`config.mk`:
```
export PLATFORM = sky130hd
export DESIGN_NAME = gcd_job_sequencer
export DESIGN_NICKNAME = d
export VERILOG_FILES = /design/src/rtl/gcd_job_sequencer.sv
export SDC_FILE = /design/constraint.sdc
export NUM_CORES = 1
export LEC_CHECK = 0
export ABC_AREA = 1
export BUFFER_PORTS_ARGS = -buffer_cell sky130_fd_sc_hd__clkbuf_2
export CORE_ASPECT_RATIO = 2
export CORE_MARGIN = 2
export CORE_UTILIZATION = 25
export DETAILED_ROUTE_END_ITERATION = 7
export PLACE_DENSITY = 0.49
export SLEW_MARGIN = 5
export SYNTH_ARGS = -nofsm -noshare
export SYNTH_HDL_FRONTEND = slang
export SYNTH_SLANG_ARGS = --single-unit
```
`constraint.sdc`:
```
create_clock -name clk -period 4.4 [get_ports clk]
set_input_delay 0.88 -clock clk [delete_from_list [all_inputs] [get_ports clk]]
set_output_delay 0.88 -clock clk [all_outputs]
set_load 0.1 [all_outputs]
```
`src/rtl/gcd_job_sequencer.sv`:
```
// gcd_job_sequencer: FIFO-buffered job launcher and result holder for the subtract-and-compare GCD core.
// Optional WAIT watchdog is compiled in when GCD_TIMEOUT_EN is defined.
module gcd_job_sequencer #(
  parameter int WIDTH          = 16,
  parameter int DEPTH          = 4,
  parameter int TIMEOUT_CYCLES = 1024
) (
  input  logic                     clk,
  input  logic                     rst,
  input  logic                     in_valid,
  output logic                     in_ready,
  input  logic [WIDTH-1:0]         in_a,
  input  logic [WIDTH-1:0]         in_b,
  output logic                     out_valid,
  input  logic                     out_ready,
  output logic [WIDTH-1:0]         out_gcd,
  output logic                     out_err,
  output logic                     core_start,
  output logic [WIDTH-1:0]         core_data,
  input  logic                     core_done,
  input  logic [WIDTH-1:0]         core_result,
  output logic                     busy,
  output logic [$clog2(DEPTH):0]   level
);
  localparam int AW = $clog2(DEPTH);
  localparam logic [WIDTH-1:0] ZERO = {WIDTH{1'b0}};

  typedef enum logic [2:0] {
    IDLE   = 3'd0,
    START  = 3'd1,
    LOAD_A = 3'd2,
    LOAD_B = 3'd3,
    WAIT   = 3'd4,
    BYPASS = 3'd5
  } state_t;

  state_t           state, next_state;
  logic [WIDTH-1:0] mem_a [DEPTH];
  logic [WIDTH-1:0] mem_b [DEPTH];
  logic [AW-1:0]    wr_ptr, rd_ptr;
  logic [WIDTH-1:0] job_a, job_b;
  logic             full, empty, push, pop;
  logic             done_hit, timeout_hit;
  logic             start_d, busy_d;
  logic [WIDTH-1:0] data_d;

  assign full     = (level == (AW+1)'(DEPTH));
  assign empty    = (level == {(AW+1){1'b0}});
  assign in_ready = !full;
  assign push     = in_valid && !full;
  // A job is only taken once the previous result has been consumed.
  assign pop      = (state == IDLE) && !empty && !out_valid;
  assign done_hit = (state == WAIT) && core_done;

`ifdef GCD_TIMEOUT_EN
  localparam int CW = $clog2(TIMEOUT_CYCLES + 1);
  logic [CW-1:0] wd_cnt;

  always_ff @(posedge clk) begin
    if (rst) begin
      wd_cnt <= {CW{1'b0}};
    end else if (state == WAIT) begin
      wd_cnt <= wd_cnt + CW'(1);
    end else begin
      wd_cnt <= {CW{1'b0}};
    end
  end

  assign timeout_hit = (state == WAIT) && !core_done && (wd_cnt == CW'(TIMEOUT_CYCLES - 1));
`else
  assign timeout_hit = 1'b0;
`endif

  always_ff @(posedge clk) begin
    if (rst) begin
      wr_ptr <= {AW{1'b0}};
      rd_ptr <= {AW{1'b0}};
      level  <= {(AW+1){1'b0}};
    end else begin
      if (push) wr_ptr <= wr_ptr + AW'(1);
      if (pop)  rd_ptr <= rd_ptr + AW'(1);
      if (push && !pop)      level <= level + (AW+1)'(1);
      else if (!push && pop) level <= level - (AW+1)'(1);
    end
  end

  always_ff @(posedge clk) begin
    if (push) begin
      mem_a[wr_ptr] <= in_a;
      mem_b[wr_ptr] <= in_b;
    end
  end

  always_ff @(posedge clk) begin
    if (rst) begin
      job_a <= ZERO;
      job_b <= ZERO;
    end else if (pop) begin
      job_a <= mem_a[rd_ptr];
      job_b <= mem_b[rd_ptr];
    end
  end

  always_ff @(posedge clk) begin
    if (rst) state <= IDLE;
    else     state <= next_state;
  end

  always_comb begin
    next_state = state;
    case (state)
      IDLE: begin
        if (pop) begin
          if ((mem_a[rd_ptr] == ZERO) || (mem_b[rd_ptr] == ZERO)) next_state = BYPASS;
          else                                                     next_state = START;
        end else begin
          next_state = IDLE;
        end
      end
      START:  next_state = LOAD_A;
      LOAD_A: next_state = LOAD_B;
      LOAD_B: next_state = WAIT;
      WAIT: begin
        if (done_hit || timeout_hit) next_state = IDLE;
        else                         next_state = WAIT;
      end
      BYPASS:  next_state = IDLE;
      default: next_state = IDLE;
    endcase
  end

  // Core-side outputs are decoded from next_state so the registered copies line up with state.
  always_comb begin
    start_d = 1'b0;
    data_d  = ZERO;
    busy_d  = (next_state != IDLE);
    case (next_state)
      START:  start_d = 1'b1;
      LOAD_A: data_d  = job_a;
      LOAD_B: data_d  = job_b;
      default: begin
        start_d = 1'b0;
        data_d  = ZERO;
      end
    endcase
  end

  always_ff @(posedge clk) begin
    if (rst) begin
      core_start <= 1'b0;
      core_data  <= ZERO;
      busy       <= 1'b0;
    end else begin
      core_start <= start_d;
      core_data  <= data_d;
      busy       <= busy_d;
    end
  end

  always_ff @(posedge clk) begin
    if (rst) begin
      out_valid <= 1'b0;
      out_gcd   <= ZERO;
      out_err   <= 1'b0;
    end else if (state == BYPASS) begin
      out_gcd   <= (job_a == ZERO) ? job_b : job_a;
      out_valid <= 1'b1;
      out_err   <= 1'b0;
    end else if (done_hit) begin
      out_gcd   <= core_result;
      out_valid <= 1'b1;
      out_err   <= 1'b0;
    end else if (timeout_hit) begin
      out_gcd   <= ZERO;
      out_valid <= 1'b1;
      out_err   <= 1'b1;
    end else if (out_valid && out_ready) begin
      out_valid <= 1'b0;
    end
  end
endmodule

```
-- Yosys cells after proc, flatten, opt, wreduce, memory -nomap -nowiden
Memory sizes are Yosys's and may differ from the RTL's. A register that Yosys moved wholly into a read port is not among the register bits.
Cells that the tools add are included.
- register bits: 77
- bits in latches: 0
- bits in writable memories: 128
- bits in read-only memories: 0
- bits of input ports: 53
- output and inout bits: 40
- word-level logic and storage cells: 68
- memories kept: 2
- memories (name ; depth ; width ; rd ports ; clocked after Yosys merged registers in ; wr ports ; RTL line ; text):
    mem_a ; 4 ; 16 ; 1 ; 1 ; 1 ; 38 ; logic [WIDTH-1:0] mem_a [DEPTH];
    mem_b ; 4 ; 16 ; 1 ; 1 ; 1 ; 39 ; logic [WIDTH-1:0] mem_b [DEPTH];
- add/sub/neg operators: 4
- multipliers: 0
- div/mod/pow operators: 0
- order comparisons: 0
- eq/ne operators: 9
- shifts and indexed selects: 0
- multiplexer cells: 20
- bitwise gates (word level): 0
- reductions and logical operators: 22
- operator list (cell ; number):
    zero test 16 bit ; 3
    2-to-1 mux 16 bit ; 3
    case mux 16 bit (2 select lines) ; 1
    2-to-1 mux 3 bit ; 5
    case mux 3 bit (5 select lines) ; 1
    == test 3 x 2 -> 1 bit, second input constant ; 4
    == test 3 bit, second input constant ; 3
    2-to-1 mux 2 bit ; 4
    logical AND 1 bit ; 7
    == test 3 x 1 -> 1 bit, second input constant ; 2
    zero test 3 bit ; 2
    2-to-1 mux 1 bit ; 6
    nonzero test 3 bit ; 2
    zero test 1 bit ; 5
    adder 2 x 1 -> 2 bit, second input constant ; 2
    nonzero test 2 bit ; 2
    adder 3 x 1 -> 3 bit, second input constant ; 1
    subtractor 3 x 1 -> 3 bit, second input constant ; 1
    logical OR 1 bit ; 1

-- Logic depth before layout (Yosys ltp)
Gate-level depths: netlist of run 1.
- word-level depth: 8
- gate-level depth with buffers: 15
- gate-level depth less buffers: 14

-- Least setup slack after synthesis of run 1
OpenSTA, ideal clock, no wires.
- kind: register -> register
- start: register level[0]
- end: memory mem_a[0][0] (enable)
- library setup time: 0.421 ns
- arrival: 3.611 ns
- required time: 3.979 ns
- setup slack: 0.368 ns
- stages on the path, launching flop included: 5
- path buffers: 0
- clock period less this slack: 4.032 ns
- cells stage by stage: dfxtp_1 nor2_1 nand2_1 nand2_1 nor2_1
- longest elaborated chain between the ends: 5
- RTL lines (item ; RTL line ; text):
    start, declared ; 23 ; output logic [$clog2(DEPTH):0] level
    start signal, assigned ; 78 ; level <= {(AW+1){1'b0}};
    start signal, assigned ; 82 ; if (push && !pop) level <= level + (AW+1)'(1);
    start signal, assigned ; 83 ; else if (!push && pop) level <= level - (AW+1)'(1);
    == test 3 bit ; 47 ; assign full = (level == (AW+1)'(DEPTH));
    zero test 1 bit ; -- ;
    named net in_ready ; 11 ; output logic in_ready,
    logical AND 1 bit ; 50 ; assign push = in_valid && !full;
    2-to-1 mux 1 bit ; 88 ; if (push) begin
    2-to-1 mux 1 bit (implied by the code) ; 89 ; mem_a[wr_ptr] <= in_a;
    end, declared ; 38 ;
The timed path passes the listed nets, and every way through them passes these cells.

-- Worst setup path in the final report of run 1
- start: register level[0]
- end: output in_ready
- longest elaborated chain between the ends: 2
- RTL lines (item ; RTL line ; text):
    == test 3 bit ; 47 ;
    zero test 1 bit ; 49 ; assign in_ready = !full;
    end, declared ; 11 ;
No other way between the ends.

==> flow_metrics.tcl, run 1 <==
set metrics [dict create \
    drive_gt1_frac 0.1606 \
    ys_types 24 \
    final_cell_mix "225 x nand2_1, 128 x edfxtp_1, 98 x a21oi_1, 91 x clkbuf_2, 78 x dfxtp_1" \
    dr.max_layer_used "met5" \
    firstDrtPassIters 4 \
    synth-simple-area-share 0.1712 \
    vdd_ir_drop_max_uv 327.5 \
    fin_crit_ps 2452 \
    synthAdderAreaFrac 0.01013 \
    post_cts_buffers 0 \
    syn_inst 810 \
    post_cts_resized 0 \
    grt_max_degree 73 \
    grt_overflow 0 \
    arrival_ps 1570 \
    wl_met1_um 7417 \
    report.final.slew_viol_count 0 \
    ys_seq_area_frac 0.6656 \
    start_kind "flip-flop" \
    design_area_sq_mm 0.009627 \
    antenna_left 0 \
    cts_tree "yes" \
    async_flop_share 0 \
    maxCapViolations 0 \
    mostFrequentLayoutCell "nand2_1" \
    relSlewSlack 0.2115 \
    worst_pin_slew_ps 1183 \
    r2r_cells 13 \
    drtIter0Drc 341 \
    syn_to_final_growth_pct 18.11 \
    muxShareOfSynthArea 0 \
    finalSetupViolations 0 \
    cts_root_buffer "clkbuf_16" \
    die_area_sq_mm 0.03415 \
    io_pins 93 \
    synthesis.nets 869 \
    synth-edff-count 128 \
    rsz0062_at_grt "no" \
    required_ps 3520 \
    coreArea_sq_mm 0.03212 \
    yosys.area_share.xor_xnor 0 \
    io_buffers 91 \
    netlist_area_sq_mm 0.008150 \
    crit_path_start "level[0]" \
    route.met2.wl_um 11010 \
    antenna_found_initial 3 \
    crit_path_max_fanout 6 \
    drc 0 \
    htreeDepth 1 \
    fin_crit_sh 0.5572 \
    vias_per_cell 4.352 \
    placed_cell_area_sq_mm 0.009039 \
    min_from "out_gcd[8]" \
    clk_pin_slew_ps 70 \
    synth_top_family_by_area "simple AND/OR/NAND/NOR gates" \
    die_height_um 259.3 \
    diodes 0 \
    met3_length_um 1072 \
    grt_usage 0.1178 \
    whs_path_depth 2 \
    wl_per_cell_um 15.12 \
    fillCellCount 3377 \
    ys_ff_latch 207 \
    setup.worst_path.class "reg2out" \
    hold_path_class "reg2reg" \
    crit_path_end_kind "output port" \
    layout.nets 949 \
    hpwl_um 13430 \
    vias 5788 \
    cts_sinks 207 \
    p_leak_nw 3.725 \
    p_per_area_mw_per_mm2 642.6 \
    synth_ff_type "edfxtp_1" \
    postCtsHoldBufs 0 \
    grt_pass1_wl_um 31620 \
    place.gp.congestion 0.7301 \
    whs_ps 464.7 \
    cts_buffers 19 \
    yosys_warnings 0 \
    wirelength_um 20100 \
    chipWidth_um 131.7 \
    outcome "complete, no violations" \
    fmax_mhz 407.9 \
    start_util 0.2538 \
    setup_tns_ps 0 \
    hold_viol_final 0 \
    cts.path.max_buffers 3 \
    syn_avg_cell_area_sq_um 10.06 \
    synth_compound_area_frac 0.1033 \
    rows 93 \
    fin_skew_ps 12.67 \
    insertion_delay_ps 500 \
    grt_pass1_vias 5610 \
]
synthesized netlist by cell type, types with 15 or more instances:
library cell,instances,area [sq um]
nand2_1,225,844.6
edfxtp_1,128,3844
a21oi_1,98,490.5
dfxtp_1,79,1582
nand3_1,70,350.3
o21ai_0,49,245.2
inv_1,46,172.7
nor2_1,26,97.59
clkbuf_1,24,90.09
o21ai_1,17,85.08
buf_2,15,75.07
path summary, 6_finish.rpt:
kind | slack, ps | to
worst max-delay path | 1950 | in_ready
worst min-delay path | 460 | out_gcd[8]
worst max register to register | 1990 | core_start
worst min register to register | 460 | out_gcd[8]
registers in the layout (all words and copies together) (netlist names), 2 cells and up, named ones only:
register / flops
state: 3
level: 3
wr_ptr: 2
out_gcd: 16
mem_b: 64
rd_ptr: 2
mem_a: 64
core_data: 16
job_b: 16
job_a: 16
power breakdown:
group | internal, W | leakage [nW] | switching (W) | total, W
Sequential | 0.00237 | 1.82 | 0.000161 | 0.00253
Clock | 0.000867 | 0.290 | 0.000695 | 0.00156
Combinational | 0.000503 | 1.61 | 0.00159 | 0.00209
cells by family after synthesis:
group                    after synthesis
buffers and inverters                 95
flip-flops                           207
other                                  1
AND/OR/NAND/NOR                      334
adder cells (fa/ha/maj)                6
AO/OA/AOI/OAI                        167
cell type report:
class                   count  area [sq um]  share of cell area
inverters                  49         183.9             0.01911
multi-input cells         508          2333              0.2424
clock buffers              25         539.3             0.05602
well taps                 427         534.3             0.05550
clock inverters             9         48.80            0.005069
flip-flops and latches    207          5426              0.5637
repair buffers            105         560.5             0.05823
routing by layer:
metal,vias up,GRT usage
met5,-,0
met4,6,0.04620
met3,34,0.02675
met2,126,0.2293
met1,2706,0.1200
li1,2916,-
critical path: stages (launching register included):
cell      delay, ps
dfxtp_1         460
nor2_1           80
nand2_1          70
clkbuf_2        450
per-stage QoR:
stage,power (W),setup slack (ps),util,std cells
after floorplan,0.004124,368.1,-,810
after global placement,0.004687,1659,0.2814,1296
after detailed placement,0.004705,1646,0.2814,1296
after CTS,0.006296,1900,0.2998,1330
after global routing,0.006618,1659,0.2998,1330
final,0.006186,1948,0.2998,1330
Power figures use the tool's default switching activity.
==> inputs of run 2 (changes only) <==
clock period = 2.3 ns   (was 4.4 ns; I/O delays follow)
==> run 2 against run 1 <==
Compared with the run above:
- via count shrank 0.86%
- clock power rose by 120%
- critical endpoint unchanged
- sequential power is 92% higher
- non-clock buffer count rose by 6
- largest power group unchanged
- sequential cell count is the same
- final cell count rose by 0.68%
- critical path type unchanged
- design area grew 3.1%
- highest routed layer unchanged
- global-route usage fell by 0.24 points
==> flow_metrics.tcl, run 2 (synthesized netlist as in run 1, its figures left out) <==
set metrics [dict create \
    rows 93 \
    setup_tns_ps 0 \
    wl_per_cell_um 14.84 \
    fmax_mhz 503.4 \
    worstPathCellList "nor2_1 -> nand2_4 -> clkbuf_2" \
    reg2reg_from "level[0]" \
    required_ps 1840 \
    start_kind "flip-flop" \
    start_util 0.2538 \
    seq_power_share 0.391 \
    p_leak_nw 3.843 \
    fin_crit_ps 1986 \
    chipWidth_um 131.7 \
    clk_pin_slew_ps 60 \
    hold_viol_final 0 \
    maxCapViolations 0 \
    die_area_sq_mm 0.03415 \
    crit_path_max_fanout 6 \
    worst_pin_slew_ps 638.3 \
    antenna_left 0 \
    cts.path.max_buffers 3 \
    netSwitchingFraction 0.3809 \
    rsz0062_at_grt "no" \
    crit_path_start "level[0]" \
    vias_per_cell 4.285 \
    worst-path-stages 3 \
    grt_pass1_vias 5460 \
    setup.worst_path.class "reg2out" \
    post_cts_buffers 0 \
    cts_root_buffer "clkbuf_16" \
    report.final.slew_viol_count 0 \
    mostFrequentLayoutCell "nand2_1" \
    syn_to_final_growth_pct 21.78 \
    drtIter0Drc 310 \
    worst_hold_path.endpoint "mem_a[3][12]" \
    power.switching_w 0.004741 \
    arrival_ps 1530 \
    grt_pass1_wl_um 30860 \
    cpPeakStageDelay_ps 370 \
    outcome "complete, no violations" \
    cts_sinks 207 \
    place.gp.congestion 0.7704 \
    drive_gt1_frac 0.1756 \
    crit_path_end_kind "output port" \
    drc 0 \
    fillCellCount 3351 \
    firstDrtPassIters 5 \
    crit_family "buffers and inverters" \
    power_frac_comb 0.333 \
    fin_skew_ps 13.80 \
    insertion_delay_ps 500 \
    final_util 0.3091 \
    grt_usage 0.1154 \
    finalSetupViolations 0 \
    fin_crit_sh 0.8636 \
    antenna_found_initial 2 \
    layout.nets 956 \
    io_pins 93 \
    reg_top3 "mem_a: 64 flops, mem_b: 64 flops" \
    hold_path_class "in2reg" \
    die_height_um 259.3 \
    postCtsHoldBufs 0 \
    cts_buffers 20 \
    rr_endpoint "level[2]" \
    cts_tree "yes" \
    crit_slowest_cell "clkbuf_2" \
    r2r_slack_ps 320 \
    vdd_ir_drop_max_uv 526.0 \
    relSlewSlack 0.5744 \
    final_cell_mix "223 x nand2_1, 128 x edfxtp_1, 98 x a21oi_1, 91 x clkbuf_2, 74 x dfxtp_1" \
    post_cts_resized 0 \
    whs_path_depth 1 \
    worst-path-buf-inv 1 \
    intPower_w 0.007705 \
    min_from "in_a[12]" \
    coreArea_sq_mm 0.03212 \
    wirelength_um 19870 \
    grt_overflow 0 \
    io_buffers 91 \
    hpwl_um 13510 \
    htreeDepth 1 \
    vias 5738 \
    p_clk_frac 0.276 \
    grt_max_degree 73 \
    p_per_area_mw_per_mm2 1254 \
    r2r_cells 10 \
]
==> run 2: cell types whose count changed in the layout (fill, tap and decap cells not counted), moves of 2 or more <==
| cell | before | now |
|---|---|---|
| nor2_4 | 0 | 4 |
| nor2_2 | 4 | 0 |
| dfxtp_4 | 0 | 3 |
| nand2_1 | 225 | 223 |
| buf_12 | 0 | 7 |
| nand2_4 | 0 | 2 |
| bufinv_16 | 0 | 3 |
| dfxtp_1 | 78 | 74 |
==> run 2: per-stage QoR <==
| stage | power (W) | instance area [sq um] | hold slack, ps | instances | worst slack (ps) |
|---|---|---|---|---|---|
| 2_1_floorplan | 0.007934 | 8209 | 436.2 | 810 | 8.629 |
| 3_3_place_gp | 0.009119 | 9219 | 452.4 | 1302 | 271.4 |
| 3_5_place_dp | 0.009138 | 9219 | 453.6 | 1302 | 333.4 |
| 4_1_cts | 0.01264 | 9923 | 150.1 | 1338 | 282.1 |
| 5_1_grt | 0.01321 | 9926 | 170.5 | 1339 | 70.41 |
| 6_report | 0.01245 | 9926 | 172.8 | 1339 | 313.7 |
==> run 2: area by class of cell <==
type,instances,area (sq um),share of cell area
Sequential cell,207,5439,0.5480
Tap cell,427,534.3,0.05383
Antenna cell,1,2.502,0.0002521
Multi-Input combinational cell,508,2369,0.2386
Clock buffer,27,568.0,0.05723
Clock inverter,9,136.4,0.01374
Inverter,49,183.9,0.01853
Timing Repair Buffer,111,693.2,0.06983
==> run 2: how the worst max path moves through the flow <==
stage	endpoint	slack (ps)
after floorplan	level[2]	9
after global placement	level[2]	270
after detailed placement	level[2]	330
after CTS	in_ready	280
after global routing	rd_ptr[1]	70
final	in_ready	310
==> run 2: power by group through the flow <==
stage,logic [W],clock network [W],registers [W]
after global placement,0.00418,0,0.00494
after floorplan,0.00244,0,0.00550
after global routing,0.00460,0.00368,0.00493
after detailed placement,0.00419,0,0.00495
after CTS,0.00421,0.00355,0.00487
final,0.00414,0.00344,0.00487
==> run 2: per-layer routing <==
layer / vias up / track usage / routed length [um]
met5: - / 0 / 13
met4: 2 / 0.04650 / 528
met3: 33 / 0.02460 / 987
met2: 114 / 0.2257 / 10810
met1: 2653 / 0.1173 / 7532
li1: 2936 / - / -
==> inputs of run 3 (changes only) <==
--- a/config.mk
+++ b/config.mk
@@ -7,3 +7,3 @@
 export LEC_CHECK = 0
-export ABC_AREA = 1
+export ABC_AREA = 0
 export BUFFER_PORTS_ARGS = -buffer_cell sky130_fd_sc_hd__clkbuf_2
==> constraint.sdc (replaced) <==
create_clock -name clk -period 2.3 [get_ports clk]
set_input_delay 0.115 -clock clk [delete_from_list [all_inputs] [get_ports clk]]
set_output_delay 0.115 -clock clk [all_outputs]
set_load 0.1 [all_outputs]
==> run 3 against run 2 <==
Compared with the run above:
- core utilization is 1.7 points higher
- total power is 2.3% lower
- critical path depth up 3
==> flow_metrics.tcl, run 3 <==
set metrics [dict create \
    htreeDepth 1 \
    syn_avg_cell_area_sq_um 14.50 \
    vias_per_cell 4.452 \
    cts_sinks 207 \
    maxCapViolations 0 \
    drtIter0Drc 272 \
    relSlewSlack 0.5904 \
    ys_seq_area_frac 0.7033 \
    setup.worst_path.class "reg2reg" \
    netlist_area_sq_mm 0.007714 \
    p_per_area_mw_per_mm2 1217 \
    io_buffers 91 \
    setup_tns_ps 0 \
    grt_pass1_wl_um 27770 \
    wirelength_um 17910 \
    vdd_ir_drop_max_uv 723.4 \
    insertion_delay_ps 490 \
    crit_path_end_kind "flip-flop" \
    synth_top_area_frac 0.4983 \
    fin_crit_ps 2093 \
    whs_path_depth 3 \
    place.gp.congestion 0.7706 \
    die_height_um 252.4 \
    grt_max_degree 58 \
    min_from "core_done" \
    postCtsHoldBufs 49 \
    grt_pass1_vias 4918 \
    antenna_left 0 \
    hold_path_class "in2reg" \
    fin_crit_sh 0.9100 \
    r2r_slack_ps 210 \
    arrival_ps 2530 \
    synth-edff-count 128 \
    antenna_found_initial 0 \
    post_cts_buffers 0 \
    die_area_sq_mm 0.03236 \
    worst_pin_slew_ps 614.3 \
    io_pins 93 \
    clk_pin_slew_ps 60 \
    final_cell_mix "128 x edfxtp_1, 91 x clkbuf_2, 74 x dfxtp_1, 67 x nand2_1, 49 x dlygate4sd3_1" \
    ys_ff_latch 207 \
    cts_tree "yes" \
    layout.nets 738 \
    finalSetupViolations 0 \
    ys_types 42 \
    mostFrequentLayoutCell "edfxtp_1" \
    post_cts_resized 0 \
    rows 91 \
    outcome "complete, no violations" \
    vias 4746 \
    grt_overflow 0 \
    drive_gt1_frac 0.2651 \
    async_flop_share 0 \
    rsz0062_at_grt "no" \
    cts.path.max_buffers 3 \
    grt_usage 0.1108 \
    firstDrtPassIters 4 \
    coreArea_sq_mm 0.03063 \
    required_ps 2740 \
    synth_ff_type "edfxtp_1" \
    report.final.slew_viol_count 0 \
    hold_viol_final 0 \
    chipWidth_um 128.2 \
    reg_top3 "mem_a: 64 flops, mem_b: 64 flops" \
    worst_hold_path.endpoint "busy" \
    synthesis.nets 591 \
    syn_to_final_growth_pct 29.47 \
    total_power_w 0.01216 \
    synth_top_area_cell "edfxtp_1" \
    syn_inst 532 \
    start_util 0.2518 \
    fin_skew_ps 8.306 \
    rr_endpoint "state[2]" \
    hpwl_um 12250 \
    wl_per_cell_um 16.80 \
    yosys-top-cells-count "128 x edfxtp_1, 79 x dfxtp_1, 68 x nand2_1, 41 x a21oi_1, 32 x mux4_2" \
    diodes 0 \
    fmax_mhz 477.8 \
    crit_path_max_fanout 6 \
    cts_root_buffer "clkbuf_16" \
    drc 0 \
    cts_buffers 22 \
    synth_area_leaders "edfxtp_1 50%, dfxtp_1 21%, mux4_2 9.3%" \
    r2r_cells 6 \
    synth_most_common_cell "edfxtp_1" \
    p_leak_nw 3.506 \
    start_kind "flip-flop" \
    yosys_warnings 0 \
]
## run 3: changes by cell type after synthesis, sizes merged, moves of 7 or more
cell / before / now
a211oi: 0 / 10
nor2b: 0 / 7
o22ai: 0 / 10
mux4: 0 / 32
buf: 22 / 13
o21ai: 66 / 8
a21oi: 98 / 41
nor4: 1 / 12
a22oi: 0 / 22
inv: 49 / 5
nand3: 70 / 1
nand2: 225 / 68
## run 3: report_power, final
group          total (W)  internal (W)  leakage (nW)  switching [W]
registers        0.00499       0.00457          1.82       0.000420
clock network    0.00371       0.00235         0.378        0.00136
logic            0.00346       0.00119          1.31        0.00227
total             0.0122       0.00811          3.51        0.00405
## run 3: cells by family after synthesis
logic type | synth area share
flip-flops | 0.7033
multiplexers | 0.09603
AO/OA/AOI/OAI | 0.07770
XOR/XNOR | 0.005678
other | 0.0004862
buffers and inverters | 0.02254
adder cells (fa/ha/maj) | 0.01071
AND/OR/NAND/NOR | 0.08354
## run 3: layer usage
| metal | share of wire | GRT usage | wire length, um |
|---|---|---|---|
| met5 | 0 | 0 | 0 |
| met4 | 0.012 | 0.02732 | 216 |
| met3 | 0.041 | 0.01693 | 728 |
| met2 | 0.51 | 0.2002 | 9167 |
| met1 | 0.44 | 0.1370 | 7796 |
## run 3: worst max-delay path, stage by stage (launching register included)
cell and delay (ps):
dfxtp_2 390, buf_4 200, mux4_2 550, nor4_1 470, nand4_1 150, nand2_1 150
a21o_1 130
## run 3: final cells by class
cell class	count	area [sq um]
Clock buffer	28	624.3
Clock inverter	11	150.1
Fill cell	3015	20640
Inverter	5	23.77
Multi-Input combinational cell	287	2153
Sequential cell	207	5441
Tap cell	372	465.4
Timing Repair Buffer	156	1129
## run 3: how the worst max path moves through the flow
stage                         start          to  slack, ps  cells after the start
after floorplan            level[2]    level[2]         -2                     10
after global placement    flip-flop  core_start        170                      6
after detailed placement  flip-flop  core_start        170                      6
after CTS                 flip-flop    state[2]        160                      6
after global routing      flip-flop    state[2]         50                      6
final                     flip-flop    state[2]        210                      6
## run 3: through the flow
step	cells	util	worst slack (ps)	area, sq um	hold slack (ps)
after floorplan	532	-	-1.768	7791	213.9
after detailed placement	978	0.2848	172.9	8722	336.7
after CTS	1066	0.3261	164.8	9987	13.87
after global placement	978	0.2848	169.1	8722	330.0
after global routing	1066	0.3261	52.22	9987	30.84
final	1066	0.3261	207.1	9987	36.63
